## src/rtl/round_controller_pkg.sv

```systemverilog
// Shared definitions for the morse round game: FSM states, round winner
// codes, morse symbol encodings and a saturating score increment.
// Imported by the round controller and the entry/guess datapath blocks.
package round_controller_pkg;

   typedef enum logic [2:0] {
      IDLE      = 3'd0,
      P1_ENTRY  = 3'd1,
      P2_GUESS  = 3'd2,
      ROUND_END = 3'd3,
      GAME_OVER = 3'd4
   } state_t;

   localparam logic [1:0] WIN_NONE = 2'b00;
   localparam logic [1:0] WIN_P1   = 2'b01;
   localparam logic [1:0] WIN_P2   = 2'b10;

   // Morse symbols shared by the player-1 entry and player-2 guess blocks.
   localparam logic [1:0] SYM_NONE = 2'b00;
   localparam logic [1:0] SYM_DOT  = 2'b01;
   localparam logic [1:0] SYM_LINE = 2'b11;

   // Scores are 3 bits wide and stick at 7.
   function automatic logic [2:0] sat_inc(input logic [2:0] v);
      return (v == 3'd7) ? v : v + 3'd1;
   endfunction

endpackage

```

## src/rtl/round_controller_if.sv

```systemverilog
// Game-control bus between the round controller and its environment.
// Inputs: start, p1_done, p1_value, p2_submit, p2_complete.
// Outputs: enables, p2_clear_n, code, countdown, attempts, scores, round state.
interface round_controller_if;

   logic       start;
   logic       p1_done;
   logic [9:0] p1_value;
   logic       p2_submit;
   logic       p2_complete;

   logic       p1_enable;
   logic       p2_enable;
   logic       p2_clear_n;
   logic [9:0] code;
   logic [5:0] time_left;
   logic [2:0] attempts_left;
   logic [2:0] p1_score;
   logic [2:0] p2_score;
   logic [2:0] round_num;
   logic [1:0] round_winner;
   logic       game_over;

   // Environment side: players, entry and guess datapaths.
   modport master (
      output start, p1_done, p1_value, p2_submit, p2_complete,
      input  p1_enable, p2_enable, p2_clear_n, code, time_left, attempts_left,
             p1_score, p2_score, round_num, round_winner, game_over
   );

   // Controller side.
   modport slave (
      input  start, p1_done, p1_value, p2_submit, p2_complete,
      output p1_enable, p2_enable, p2_clear_n, code, time_left, attempts_left,
             p1_score, p2_score, round_num, round_winner, game_over
   );

endinterface

```

## src/rtl/round_controller_sec_prescaler.sv

```systemverilog
// One-second tick generator: counts 0..CLK_PER_SEC-1, tick high on the last count.
// Ports: clock, resetn (async active-low), restart (forces count to 0 next edge), tick.
// First tick appears CLK_PER_SEC cycles after the edge that applied restart.
module sec_prescaler #(
   parameter int CLK_PER_SEC = 50_000_000
) (
   input  logic clock,
   input  logic resetn,
   input  logic restart,
   output logic tick
);

   localparam int            CW   = (CLK_PER_SEC > 1) ? $clog2(CLK_PER_SEC) : 1;
   localparam logic [CW-1:0] LAST = CW'(CLK_PER_SEC - 1);

   logic [CW-1:0] cnt;

   always_ff @(posedge clock or negedge resetn) begin
      if (!resetn) begin
         cnt <= '0;
      end else if (restart || (cnt == LAST)) begin
         cnt <= '0;
      end else begin
         cnt <= cnt + CW'(1);
      end
   end

   assign tick = (cnt == LAST);

endmodule

```

## src/rtl/round_controller.sv

```systemverilog
// Morse round sequencer: gates player-1 entry, latches the code, runs the
// player-2 countdown/attempt limit, awards rounds and keeps score.
// Ports: clock, resetn (async active-low), bus (round_controller_if.slave).
module round_controller
   import round_controller_pkg::*;
#(
   parameter int CLK_PER_SEC   = 50_000_000,
   parameter int ROUND_SECONDS = 30,
   parameter int MAX_ATTEMPTS  = 3,
   parameter int NUM_ROUNDS    = 4,
   parameter int HOLD_SECONDS  = 2
) (
   input  logic               clock,
   input  logic               resetn,
   round_controller_if.slave  bus
);

   state_t     state;
   logic [9:0] code_q;
   logic [5:0] time_q;
   logic [2:0] attempts_q;
   logic [2:0] p1_score_q;
   logic [2:0] p2_score_q;
   logic [2:0] round_q;
   logic [1:0] winner_q;
   logic       clear_n_q;
   logic [5:0] hold_q;

   logic       tick;
   logic       restart;
   logic       code_ok;
   logic       guess_over;
   logic       hold_done;
   logic [2:0] next_round;

   assign code_ok    = bus.p1_done && (bus.p1_value != 10'd0);
   // A submit always takes precedence over a tick in the same cycle, so the
   // final tick only ends the round when no submit is present.
   assign guess_over = (state == P2_GUESS) &&
                       (bus.p2_submit ? (bus.p2_complete || (attempts_q == 3'd1))
                                      : (tick && (time_q == 6'd1)));
   assign hold_done  = tick && (hold_q == 6'(HOLD_SECONDS - 1));
   assign next_round = round_q + 3'd1;

   // Hold the prescaler at zero outside the timed states and on the edge that
   // leaves P2_GUESS, so each timed state starts a fresh second.
   assign restart = !((state == P2_GUESS) || (state == ROUND_END)) || guess_over;

   sec_prescaler #(.CLK_PER_SEC(CLK_PER_SEC)) u_prescaler (
      .clock   (clock),
      .resetn  (resetn),
      .restart (restart),
      .tick    (tick)
   );

   always_ff @(posedge clock or negedge resetn) begin
      if (!resetn) begin
         state      <= IDLE;
         code_q     <= '0;
         time_q     <= '0;
         attempts_q <= '0;
         p1_score_q <= '0;
         p2_score_q <= '0;
         round_q    <= '0;
         winner_q   <= WIN_NONE;
         clear_n_q  <= 1'b1;
         hold_q     <= '0;
      end else begin
         clear_n_q <= 1'b1;
         case (state)
            IDLE, GAME_OVER: begin
               if (bus.start) begin
                  state      <= P1_ENTRY;
                  p1_score_q <= '0;
                  p2_score_q <= '0;
                  round_q    <= '0;
                  winner_q   <= WIN_NONE;
               end
            end
            P1_ENTRY: begin
               if (code_ok) begin
                  state      <= P2_GUESS;
                  code_q     <= bus.p1_value;
                  time_q     <= 6'(ROUND_SECONDS);
                  attempts_q <= 3'(MAX_ATTEMPTS);
                  winner_q   <= WIN_NONE;
                  clear_n_q  <= 1'b0;
               end
            end
            P2_GUESS: begin
               if (bus.p2_submit && bus.p2_complete) begin
                  p2_score_q <= sat_inc(p2_score_q);
                  winner_q   <= WIN_P2;
               end else if (bus.p2_submit) begin
                  attempts_q <= attempts_q - 3'd1;
                  clear_n_q  <= 1'b0;
                  if (attempts_q == 3'd1) begin
                     p1_score_q <= sat_inc(p1_score_q);
                     winner_q   <= WIN_P1;
                  end else if (tick && (time_q != 6'd1)) begin
                     time_q <= time_q - 6'd1;
                  end
               end else if (tick) begin
                  time_q <= time_q - 6'd1;
                  if (time_q == 6'd1) begin
                     p1_score_q <= sat_inc(p1_score_q);
                     winner_q   <= WIN_P1;
                  end
               end
               if (guess_over) begin
                  state  <= ROUND_END;
                  hold_q <= '0;
               end
            end
            ROUND_END: begin
               if (hold_done) begin
                  round_q <= next_round;
                  state   <= (next_round == 3'(NUM_ROUNDS)) ? GAME_OVER : P1_ENTRY;
               end else if (tick) begin
                  hold_q <= hold_q + 6'd1;
               end
            end
            default: state <= IDLE;
         endcase
      end
   end

   assign bus.p1_enable     = (state == P1_ENTRY);
   assign bus.p2_enable     = (state == P2_GUESS);
   assign bus.game_over     = (state == GAME_OVER);
   assign bus.p2_clear_n    = clear_n_q;
   assign bus.code          = code_q;
   assign bus.time_left     = time_q;
   assign bus.attempts_left = attempts_q;
   assign bus.p1_score      = p1_score_q;
   assign bus.p2_score      = p2_score_q;
   assign bus.round_num     = round_q;
   assign bus.round_winner  = winner_q;

endmodule

```

## src/flat_wrapper.sv

```systemverilog
// flat-port wrapper written by rule: the top's interface ports become plain ports
module round_controller_flat import round_controller_pkg::*;
#(
   parameter int CLK_PER_SEC   = 50_000_000,
   parameter int ROUND_SECONDS = 30,
   parameter int MAX_ATTEMPTS  = 3,
   parameter int NUM_ROUNDS    = 4,
   parameter int HOLD_SECONDS  = 2
)
  (clock, resetn, bus_start, bus_p1_done, bus_p1_value, bus_p2_submit, bus_p2_complete, bus_p1_enable, bus_p2_enable, bus_p2_clear_n, bus_code, bus_time_left, bus_attempts_left, bus_p1_score, bus_p2_score, bus_round_num, bus_round_winner, bus_game_over);
  round_controller_if bus_i ();
  input  logic clock;
  input  logic resetn;
  input wire logic [$bits(bus_i.start)-1:0] bus_start;
  input wire logic [$bits(bus_i.p1_done)-1:0] bus_p1_done;
  input wire logic [$bits(bus_i.p1_value)-1:0] bus_p1_value;
  input wire logic [$bits(bus_i.p2_submit)-1:0] bus_p2_submit;
  input wire logic [$bits(bus_i.p2_complete)-1:0] bus_p2_complete;
  output wire logic [$bits(bus_i.p1_enable)-1:0] bus_p1_enable;
  output wire logic [$bits(bus_i.p2_enable)-1:0] bus_p2_enable;
  output wire logic [$bits(bus_i.p2_clear_n)-1:0] bus_p2_clear_n;
  output wire logic [$bits(bus_i.code)-1:0] bus_code;
  output wire logic [$bits(bus_i.time_left)-1:0] bus_time_left;
  output wire logic [$bits(bus_i.attempts_left)-1:0] bus_attempts_left;
  output wire logic [$bits(bus_i.p1_score)-1:0] bus_p1_score;
  output wire logic [$bits(bus_i.p2_score)-1:0] bus_p2_score;
  output wire logic [$bits(bus_i.round_num)-1:0] bus_round_num;
  output wire logic [$bits(bus_i.round_winner)-1:0] bus_round_winner;
  output wire logic [$bits(bus_i.game_over)-1:0] bus_game_over;
  assign bus_i.start = bus_start;
  assign bus_i.p1_done = bus_p1_done;
  assign bus_i.p1_value = bus_p1_value;
  assign bus_i.p2_submit = bus_p2_submit;
  assign bus_i.p2_complete = bus_p2_complete;
  assign bus_p1_enable = bus_i.p1_enable;
  assign bus_p2_enable = bus_i.p2_enable;
  assign bus_p2_clear_n = bus_i.p2_clear_n;
  assign bus_code = bus_i.code;
  assign bus_time_left = bus_i.time_left;
  assign bus_attempts_left = bus_i.attempts_left;
  assign bus_p1_score = bus_i.p1_score;
  assign bus_p2_score = bus_i.p2_score;
  assign bus_round_num = bus_i.round_num;
  assign bus_round_winner = bus_i.round_winner;
  assign bus_game_over = bus_i.game_over;
  round_controller #(.CLK_PER_SEC(CLK_PER_SEC), .ROUND_SECONDS(ROUND_SECONDS), .MAX_ATTEMPTS(MAX_ATTEMPTS), .NUM_ROUNDS(NUM_ROUNDS), .HOLD_SECONDS(HOLD_SECONDS)) u_core (.clock(clock), .resetn(resetn), .bus(bus_i));
endmodule
```

## config.mk

```make
export PLATFORM = sky130hd
export DESIGN_NAME = round_controller_flat
export DESIGN_NICKNAME = d
export VERILOG_FILES = /design/src/rtl/round_controller_pkg.sv /design/src/rtl/round_controller_if.sv /design/src/rtl/round_controller_sec_prescaler.sv /design/src/rtl/round_controller.sv /design/src/flat_wrapper.sv
export SDC_FILE = /design/constraint.sdc
export NUM_CORES = 1
export LEC_CHECK = 0
export CAP_MARGIN = 40
export CORE_ASPECT_RATIO = 1.25
export CORE_MARGIN = 5
export CORE_UTILIZATION = 40
export DETAILED_ROUTE_END_ITERATION = 7
export PLACE_DENSITY = 0.69
export SLEW_MARGIN = 10
export SYNTH_ARGS = -nofsm -noshare
export SYNTH_HDL_FRONTEND = slang
export SYNTH_SLANG_ARGS = --single-unit
export TNS_END_PERCENT = 20
```

## constraint.sdc

```tcl
create_clock -name clock -period 2 [get_ports clock]
set_input_delay 0.2 -clock clock [delete_from_list [all_inputs] [get_ports clock]]
set_output_delay 0.2 -clock clock [all_outputs]
set_load 0.01 [all_outputs]
```

==> reports/metrics.cfg, run 1 <==
[outcome]
status=finished clean

[logic_synthesis]
yosys_warnings=0
synth_edf_count=0
synth_flop_cell=dfrtp_1
avgSynthCellArea_sq_um=9.61
netlist_instances=376
async_flop_share_pct=100
synthesis.nets=405
synth_seq_cells=66
synthDistinctLibCells=67
seq_area_frac_synth_pct=45.7
synth_area_sq_um=3610

[worst_setup_path]
rr_startpoint=u_core.bus.time_left[0]
crit_required_ns=2.23
crit_chain=clkdlybuf4s50_1 > or4_4 > o41ai_4 > a21o_1 > a211oi_2 > mux2_4
cpPeakStageDelay_ns=0.57
critical_path_arrival_ns=2.23
cp-end-kind=flip-flop
timing.rr.end=u_core.bus.time_left[4]
crit_type=primary input to flip-flop
crit_path_top_delay_cell=or4_4
worstRegToRegCells=7
r2r_slack_ns=0.04
crit_fanout=5
startpoint_type=primary input

[placement]
io_buffers=49
dp_slack_ns=-0.328
gp_congestion=0.785
dp_hpwl_um=6470

[clock_network]
cts_tree=done
clk_pin_slew_ns=0.08
clockBufferDepth=2
ctsHtreeMaxLevel=3
clkLatencyLatePin_ns=0.35
cts_sinks=66
root_buffer=clkbuf_8
cts_buffers=9

[finish]
insertedDiodeCount=0
fin_nets=515
finish.utilization_pct=57.4
synthToLayoutAreaGrowth_pct=39.0
drive_above_1_share_pct=25.5

[detailed_routing]
route.detailed.drc=0
drt_iter0_drc=82
first_pass_iters=4
wl_per_cell_um=14.1
via_per_inst=5.19
wl_um=8630
drtAntennaViolNets=0
routed-via-count=3169

[floorplan]
coreArea_sq_um=8750
die_w_um=95.0
start_util_pct=41.3
rows=38
die_y_um=116
dieArea_sq_um=11100
num_io_pins=50

[sta]
max-slew-margin-rel_pct=60.6
fin_crit_sh_pct=99.7
finalCriticalPeriod_ns=1.99
finalHoldViolations=0
rsz0062_at_grt=yes
timing.fmax_mhz=501
finalWorstSetupSlack_ns=0.00568
slew_viol_final=0
tightest_slew_ns=0.591
skew_ns=0.0122
whs_ns=0.382
setup_viol_count_final=0
fin_tns_setup_ns=0

[power]
switching_share_pct=30.6
power_switching_mw=1.36
p_int_mw=3.09
p_leak_nw=2.34
seq_power_share_pct=41.3
clock_power_share_pct=25.3
combinationalPowerShare_pct=33.5
p_per_area_nw_per_um2=885
irDropWorstVdd_mv=0.447
power.total_mw=4.45

[global_routing]
grt_first_pass_wirelength_um=14600
grt_max_degree=29
grt_usage_pct=16.7
gr-total-overflow=0
grt_antenna_before_repair=0
grt_pass1_vias=3161

[min_path]
hold_class=primary input to async pin

[run]
maxCapViolations=0

==> critical path: cells and delay by family <==
family | cells | cell delay [ns]
multiplexers | 1 | 0.32
buffers and inverters | 1 | 0.42
AO/OA/AOI/OAI | 3 | 0.71
AND/OR/NAND/NOR | 1 | 0.57
==> Yosys cell counts (2+ instances only) <==
cell	number	area share (%)
dfrtp_1	65	45
nand2_1	48	5.0
nor2_1	48	5.0
nand3_1	18	2.5
inv_1	14	1.5
ha_1	13	4.5
xnor2_1	13	3.1
nor3_1	12	1.7
xor2_1	12	2.9
nand4_1	11	1.9
a21oi_1	10	1.4
o21ai_0	7	0.97
and3_1	6	1.0
clkbuf_1	6	0.62
a21o_1	5	1.0
and4_1	5	1.2
buf_2	5	0.69
nor2b_1	5	0.87
a31oi_1	4	0.69
mux2i_1	4	1.1
o31ai_1	4	0.83
mux2_2	3	0.93
nor3b_1	3	0.62
or3_1	3	0.52
a211o_1	2	0.48
a31o_2	2	0.48
and2_1	2	0.35
buf_1	2	0.21
buf_4	2	0.42
nand2b_1	2	0.35
nor4_1	2	0.35
nor4b_2	2	0.83
o21ai_1	2	0.28
==> sequential cells by signal (all words and copies together), names as in the netlist <==
register                  count
u_core.bus.p1_score           3
u_core.bus.time_left          6
u_core.u_prescaler.cnt       26
u_core.bus.code              10
u_core.bus.round_num          3
u_core.bus.attempts_left      3
u_core.bus.round_winner       2
u_core.hold_q                 6
u_core.state                  3
u_core.bus.p2_score           3
u_core.bus.p2_clear_n         1
==> cells by family after synthesis <==
| kind of cell | count (synthesis) | share of synthesized area, % |
|---|---|---|
| xor gates and xnor gates | 25 | 6.06 |
| AOI/OAI and AO/OA | 55 | 12.2 |
| adders and majority gates | 13 | 4.50 |
| muxes | 8 | 2.46 |
| and+or+nand+nor | 179 | 25.5 |
| buffers and inverters | 30 | 3.50 |
| DFF | 66 | 45.7 |
==> how the worst max path moves through the flow <==
stage	startpoint	to	depth (start not counted)
after CTS	u_core.u_prescaler.cnt[1]	u_core.bus.time_left[4]	8
after floorplan	u_core.u_prescaler.cnt[0]	u_core.state[2]	7
final	bus_p1_value[7]	u_core.state[2]	6
after detailed placement	bus_p1_value[7]	u_core.bus.round_winner[0]	6
after global placement	bus_p1_value[7]	u_core.state[2]	6
after global routing	u_core.u_prescaler.cnt[11]	u_core.hold_q[4]	7
==> cell usage in the layout (no fill, tap or decap), drive strengths merged, types with 4 or more instances in the layout <==
| master | Yosys | routed |
|---|---|---|
| a21o | 5 | 5 |
| clkbuf | 6 | 11 |
| ha | 13 | 13 |
| buf | 9 | 65 |
| a31oi | 4 | 4 |
| xor2 | 12 | 12 |
| o21ai | 10 | 10 |
| inv | 14 | 14 |
| nand4 | 13 | 13 |
| nor3 | 12 | 12 |
| mux2 | 4 | 4 |
| nand3 | 18 | 18 |
| and4 | 5 | 5 |
| nor2 | 48 | 48 |
| and3 | 6 | 6 |
| xnor2 | 13 | 13 |
| o31ai | 5 | 5 |
| nor2b | 5 | 5 |
| nand2 | 48 | 48 |
| clkdlybuf4s50 | 0 | 46 |
| a21oi | 10 | 10 |
| dfrtp | 65 | 65 |
| mux2i | 4 | 4 |
==> cell type report <==
type | count | area [sq um]
multi-input cells | 280 | 1960
clock inverters | 5 | 55.1
fillers | 772 | 3720
clock buffers | 11 | 141
inverters | 15 | 56.3
flip-flops and latches | 66 | 1650
repair buffers | 114 | 1010
well taps | 120 | 150
==> power groups by stage <==
stage               Combinational, mW  Sequential (mW)  Clock (mW)
floorplan                       0.472             1.99           0
global placement                 1.39             1.84           0
detailed placement               1.44             1.86           0
CTS                              1.45             1.84        1.15
global route                     1.66             1.89        1.21
finish                           1.49             1.84        1.12
==> metal layers <==
layer | vias up | global-route usage [%] | share of wire (%)
met5 | - | 0 | 0
met4 | 0 | 6.93 | 2.2
met3 | 18 | 3.54 | 4.0
met2 | 70 | 30.2 | 52
met1 | 1539 | 18.9 | 41
li1 | 1542 | - | -
==> what timing repair did <==
action,CTS,global route
resized for setup,6,29
cloned,0,1
pin swaps,2,14
hold buffers,1,0
hold endpoints to repair,21,0
endpoints found under the setup margin,15,47
setup buffers,1,6
==> per-stage QoR <==
stage | area, sq um | instances
after floorplan | 3610 | 376
after global placement | 4630 | 586
after detailed placement | 4630 | 586
after CTS | 4850 | 604
after global routing | 5020 | 611
final | 5020 | 611
Power figures use the tool's default switching activity.
==> run 2, diff against run 1 <==
- RECOVER_POWER: unset -> 50
==> run 2 against run 1 <==
Against the previous run: die area stayed put; register-to-register slack barely moved; sequential share of layout area hardly changed; critical path depth did not move; sequential cell count unchanged; final cell count stayed put; total power decreased by 0.57%; utilization barely moved; global-route usage is the same; final area is essentially flat; critical endpoint unchanged.
==> reports/metrics.cfg, run 2 (synthesis results as in run 1) <==
[worst_setup_path]
critical_path_arrival_ns=2.23  ; about the same
startpoint_type=primary input  ; unchanged
cpPeakStageDelay_ns=0.57  ; about the same
crit_chain=clkdlybuf4s50_1 > or4_4 > o41ai_4 > a21o_1 > a211oi_2 > mux2_4  ; unchanged
rr_startpoint=u_core.bus.time_left[0]  ; unchanged
timing.rr.end=u_core.bus.time_left[4]  ; unchanged
crit_path_top_delay_cell=or4_4  ; unchanged
r2r_slack_ns=0.04  ; about the same
cp-end-kind=flip-flop  ; unchanged
crit_required_ns=2.23  ; about the same
crit_fanout=5  ; unchanged
crit_type=primary input to flip-flop  ; unchanged
worstRegToRegCells=7  ; unchanged

[clock_network]
root_buffer=clkbuf_8  ; unchanged
ctsHtreeMaxLevel=3  ; unchanged
cts_sinks=66  ; unchanged
cts_buffers=9  ; unchanged
clkLatencyLatePin_ns=0.35  ; about the same
cts_tree=done  ; unchanged
clockBufferDepth=2  ; unchanged
clk_pin_slew_ns=0.07  ; was 0.08 ns

[detailed_routing]
drtAntennaViolNets=0  ; unchanged
via_per_inst=5.15  ; was 5.19
wl_met3_um=341  ; was 347 um
routed-via-count=3145  ; was 3169
wl_um=8620  ; was 8630 um
wl_met2_um=4480  ; was 4520 um
route.detailed.drc=0  ; unchanged
wl_met1_um=3590  ; was 3570 um
first_pass_iters=4  ; unchanged
drt_iter0_drc=69  ; was 82
maxUsedRoutingLayer=met4  ; unchanged
wl_per_cell_um=14.1  ; about the same

[sta]
slew_viol_final=0  ; unchanged
finalHoldViolations=0  ; unchanged
finalWorstSetupSlack_ns=0.00298  ; was 0.00568 ns
fin_tns_setup_ns=0  ; unchanged
skew_ns=0.0122  ; about the same
fin_crit_sh_pct=99.9  ; was 99.7%
setup_viol_count_final=0  ; unchanged
tightest_slew_ns=1.40  ; was 0.591 ns
finalCriticalPeriod_ns=2.00  ; was 1.99 ns
rsz0062_at_grt=yes  ; unchanged
whs_ns=0.408  ; was 0.382 ns
max-slew-margin-rel_pct=6.69  ; was 60.6%
timing.fmax_mhz=501  ; about the same

[finish]
layout_common_cells=64 x dfrtp_1, 60 x buf_4, 48 x nor2_1, 48 x nand2_1, 39 x clkdlybuf4s50_1  ; was 64 x dfrtp_1, 61 x buf_4, 48 x nor2_1, 48 x nand2_1, 46 x clkdlybuf4s50_1
drive_above_1_share_pct=25.3  ; was 25.5%
fill_cells=772  ; unchanged
regMostFlops=u_core.u_prescaler.cnt  ; unchanged
fin_nets=515  ; unchanged
fin_cells=611  ; unchanged
final_common_cell=dfrtp_1  ; unchanged
insertedDiodeCount=0  ; unchanged
largest_register_ffs=26  ; unchanged
synthToLayoutAreaGrowth_pct=39.0  ; about the same

[outcome]
status=finished clean  ; unchanged

[min_path]
hold_class=primary input to flip-flop  ; was primary input to async pin
holdCritStartpoint=bus_p1_value[3]
hold_end=u_core.bus.code[3]
min_path_cells=3

[power]
irDropWorstVdd_mv=0.447  ; about the same
p_per_area_nw_per_um2=881  ; was 885 nW/um^2
power.total_mw=4.42  ; was 4.45 mW
p_leak_nw=2.35  ; was 2.34 nW

[global_routing]
grt_pass1_vias=3161  ; unchanged
grt_antenna_before_repair=0  ; unchanged
grt_usage_pct=16.7  ; unchanged
grt_max_degree=29  ; unchanged
grt_first_pass_wirelength_um=14600  ; unchanged
gr-total-overflow=0  ; unchanged

[floorplan]
dieArea_sq_um=11100  ; unchanged
coreArea_sq_um=8750  ; unchanged
die_y_um=116  ; unchanged
rows=38  ; unchanged
die_w_um=95.0  ; unchanged
num_io_pins=50  ; unchanged
start_util_pct=41.3  ; unchanged

[placement]
gp_congestion=0.785  ; unchanged
dp_slack_ns=-0.328  ; unchanged
dp_hpwl_um=6470  ; unchanged
dpl.cell_count=586  ; unchanged
io_buffers=49  ; unchanged

[run]
maxCapViolations=0  ; unchanged

## run 2: cell count changes in the layout (fill, tap and decap cells not counted), sizes merged
cell and change:
buf -2, clkdlybuf4s50 -7, dlygate4sd3 +7, clkbuf +2
## run 2: power by group
| group | internal, mW | switching (mW) | total (mW) |
|---|---|---|---|
| sequential | 1.63 | 0.199 | 1.83 |
| combinational | 0.825 | 0.639 | 1.46 |
| clock | 0.606 | 0.521 | 1.13 |
## run 2: area by class of cell
type	instances	area, sq um	share of cell area [%]
clock buffers	11	141	2.81
repair buffers	114	1000	20.0
flip-flops and latches	66	1650	32.9
clock inverters	5	55.1	1.10
well taps	120	150	2.99
multi-input cells	280	1960	39.1
inverters	15	56.3	1.12
## run 2: worst max path at each step
| stage | start | endpoint | slack [ns] | cells after the start |
|---|---|---|---|---|
| after floorplan | u_core.u_prescaler.cnt[0] | u_core.state[2] | 0.02 | 7 |
| after global placement | bus_p1_value[7] | u_core.state[2] | -0.28 | 6 |
| after detailed placement | bus_p1_value[7] | u_core.bus.round_winner[0] | -0.33 | 6 |
| after CTS | u_core.u_prescaler.cnt[1] | u_core.bus.time_left[4] | -0.03 | 8 |
| after global routing | u_core.u_prescaler.cnt[11] | u_core.hold_q[4] | -0.07 | 7 |
| final | bus_p1_value[7] | u_core.state[2] | 0.003 | 6 |
## run 2: metrics by stage
step           utilization (%)  instance area, sq um
2_1_floorplan                -                  3610
3_3_place_gp              52.9                  4630
3_5_place_dp              52.9                  4630
4_1_cts                   55.5                  4850
5_1_grt                   57.4                  5020
6_report                  57.4                  5020
## run 2: per-layer routing
| metal | track usage, % | vias up |
|---|---|---|
| met3 | 3.54 | 20 |
| met1 | 18.9 | 1518 |
| met4 | 6.93 | 0 |
| met2 | 30.2 | 65 |
| li1 | - | 1542 |
| met5 | 0 | - |
## run 2: critical path, delay by kind of cell
family / cells / cell delay [ns]
simple gates: 1 / 0.57
mux: 1 / 0.32
compound gates: 3 / 0.71
buf+inv: 1 / 0.42
## run 2: timing repair
item / 4_1_cts / 5_1_grt
setup endpoints to repair: 15 / 47
hold buffers: 1 / 0
resized for setup: 6 / 29
pin swaps: 2 / 14
cloned: 0 / 1
setup buffers: 1 / 6
hold endpoints to repair: 21 / 0
==> run 3, diff against run 2 <==
- GPL_TIMING_DRIVEN: unset -> 0
==> run 3 against run 2 <==
Against the previous run: final cell count down 5.4%; total power down 5.1%; fmax up 0.56%; setup slack better by 0.011 ns; highest routed layer unchanged; clock skew about the same; clock power down 13%; critical endpoint is now u_core.bus.time_left[3]; via count down 2.3%; largest cell class unchanged.
==> reports/metrics.cfg, run 3 (synthesis results as in run 1) <==
[finish]
drive_above_1_share_pct=20.7  ; was 25.3%
final_common_cell=dfrtp_1  ; unchanged
insertedDiodeCount=0  ; unchanged
synthToLayoutAreaGrowth_pct=32.2  ; was 39.0%
fin_area_sq_um=4780  ; was 5020 sq um
fill_cells=798  ; was 772
fin_nets=482  ; was 515
layout_common_cells=62 x dfrtp_1, 48 x nor2_1, 47 x nand2_1  ; was 64 x dfrtp_1, 60 x buf_4, 48 x nor2_1, 48 x nand2_1, 39 x clkdlybuf4s50_1
largest_register_ffs=26  ; unchanged
regMostFlops=u_core.u_prescaler.cnt  ; unchanged
multiInputGateArea_sq_um=2030  ; was 1960 sq um
fin_cells=578  ; was 611
regArea_sq_um=1660  ; was 1650 sq um

[sta]
fin_crit_sh_pct=99.3  ; was 99.9%
timing.fmax_mhz=504  ; was 501 MHz
finalCriticalPeriod_ns=1.99  ; was 2.00 ns
finalHoldViolations=0  ; unchanged
rsz0062_at_grt=yes  ; unchanged
finalWorstSetupSlack_ns=0.0140  ; was 0.00298 ns
setup_viol_count_final=0  ; unchanged
max-slew-margin-rel_pct=33.5  ; was 6.69%
tightest_slew_ns=0.997  ; was 1.40 ns
skew_ns=0.0124  ; was 0.0122 ns
whs_ns=0.407  ; was 0.408 ns
slew_viol_final=0  ; unchanged

[worst_setup_path]
crit_fanout=5  ; unchanged
crit_path_top_delay_cell=dfrtp_1  ; was or4_4
cp-end-kind=flip-flop  ; unchanged
startpoint_type=flip-flop  ; was primary input
cpPeakStageDelay_ns=0.37  ; was 0.57 ns
crit_required_ns=2.24  ; was 2.23 ns
critical_path_arrival_ns=2.23  ; about the same
crit_type=flip-flop to flip-flop  ; was primary input to flip-flop
crit_chain=inv_2 > ha_2 > nor2b_4 > a211o_1 > a2111oi_4 > buf_4 > and4_1 > o21ai_1  ; was clkdlybuf4s50_1 > or4_4 > o41ai_4 > a21o_1 > a211oi_2 > mux2_4

[placement]
dpl.cell_count=545  ; was 586
dp_hpwl_um=5830  ; was 6470 um
placed_area_sq_um=4270  ; was 4630 sq um
gp_congestion=0.784  ; was 0.785
io_buffers=48  ; was 49
dp_slack_ns=-0.364  ; was -0.328 ns

[power]
p_per_area_nw_per_um2=879  ; was 881 nW/um^2
irDropWorstVdd_mv=0.351  ; was 0.447 mV
power.total_mw=4.20  ; was 4.42 mW
p_leak_nw=2.17  ; was 2.35 nW

[min_path]
hold_class=primary input to flip-flop  ; unchanged

[floorplan]
die_w_um=95.0  ; unchanged
num_io_pins=50  ; unchanged
die_y_um=116  ; unchanged
dieArea_sq_um=11100  ; unchanged
start_util_pct=41.3  ; unchanged
rows=38  ; unchanged
coreArea_sq_um=8750  ; unchanged

[clock_network]
clockBufferDepth=2  ; unchanged
root_buffer=clkbuf_8  ; unchanged
cts_buffers=9  ; unchanged
clk_pin_slew_ns=0.07  ; about the same
cts_tree=done  ; unchanged
cts_sinks=66  ; unchanged
ctsHtreeMaxLevel=3  ; unchanged
clkLatencyLatePin_ns=0.36  ; was 0.35 ns

[detailed_routing]
wl_per_cell_um=14.7  ; was 14.1 um
route.detailed.drc=0  ; unchanged
wl_um=8490  ; was 8620 um
first_pass_iters=4  ; unchanged
via_per_inst=5.31  ; was 5.15
routed-via-count=3072  ; was 3145
drt_iter0_drc=90  ; was 69
drtAntennaViolNets=0  ; unchanged

[global_routing]
grt_antenna_before_repair=0  ; unchanged
gr-total-overflow=0  ; unchanged
grt_first_pass_wirelength_um=14300  ; was 14600 um
grt_usage_pct=16.6  ; was 16.7%
grt_pass1_vias=3142  ; was 3161
grt_max_degree=52  ; was 29

[outcome]
status=finished clean  ; unchanged

[run]
maxCapViolations=0  ; unchanged

-- run 3: metrics by stage --
stage	utilization [%]	TNS, ns
after detailed placement	48.8	-13.02
after floorplan	-	0
final	54.6	0
after global placement	48.5	-107.85
after global routing	54.6	-0.541
after CTS	53.5	-0.0219
-- run 3: routing by layer --
layer | track usage (%) | part of all wire, % | vias up
li1 | - | - | 1481
met5 | 0 | 0 | -
met4 | 8.18 | 2.6 | 0
met3 | 4.77 | 4.6 | 17
met2 | 29.4 | 52 | 64
met1 | 17.9 | 41 | 1510
-- run 3: cell type report --
class / count / area share (%)
multi-input combinational: 280 / 42.4
tap: 120 / 3.14
timing repair buffer: 70 / 13.8
clock buffer: 13 / 3.12
inverter: 15 / 1.28
clock inverter: 3 / 0.367
sequential: 66 / 34.7
buffer: 11 / 1.18
-- run 3: repair_timing --
| action | in CTS | in global routing |
|---|---|---|
| hold buffers | 1 | 0 |
| endpoints found under the setup margin | 49 | 49 |
| resized for setup | 36 | 22 |
| buffers inserted | 15 | 4 |
| pin swaps | 9 | 13 |
| gates cloned | 1 | 0 |
| endpoints found under the hold margin | 15 | 0 |
-- run 3: power by group --
| part | leakage (nW) | internal (mW) | total [mW] | switching (mW) |
|---|---|---|---|---|
| Clock | 0.0834 | 0.481 | 0.988 | 0.508 |
| Combinational | 1.25 | 0.730 | 1.31 | 0.583 |
| Sequential | 0.834 | 1.64 | 1.89 | 0.259 |
-- run 3: final timing paths --
kind | end | startpoint | cells after the start | slack (ns)
max in group asynchronous | u_core.hold_q[1] | resetn | 3 | 0.68
setup / recovery | u_core.bus.time_left[3] | u_core.bus.time_left[1] | 8 | 0.01
setup reg to reg | u_core.bus.time_left[3] | u_core.bus.time_left[1] | 8 | 0.01
hold reg to reg | u_core.bus.code[3] | u_core.bus.code[3] | 2 | 0.47
hold / removal | u_core.bus.code[2] | bus_p1_value[2] | 3 | 0.41
min in group asynchronous | u_core.bus.code[8] | resetn | 2 | 0.53
-- run 3: worst max-delay path, delay by kind of cell (launching register included) --
family | cells | cell delay (ns)
flip-flops | 1 | 0.37
AND/OR/NAND/NOR | 2 | 0.32
buffers and inverters | 2 | 0.26
adder cells (fa/ha/maj) | 1 | 0.17
AO/OA/AOI/OAI | 3 | 0.76
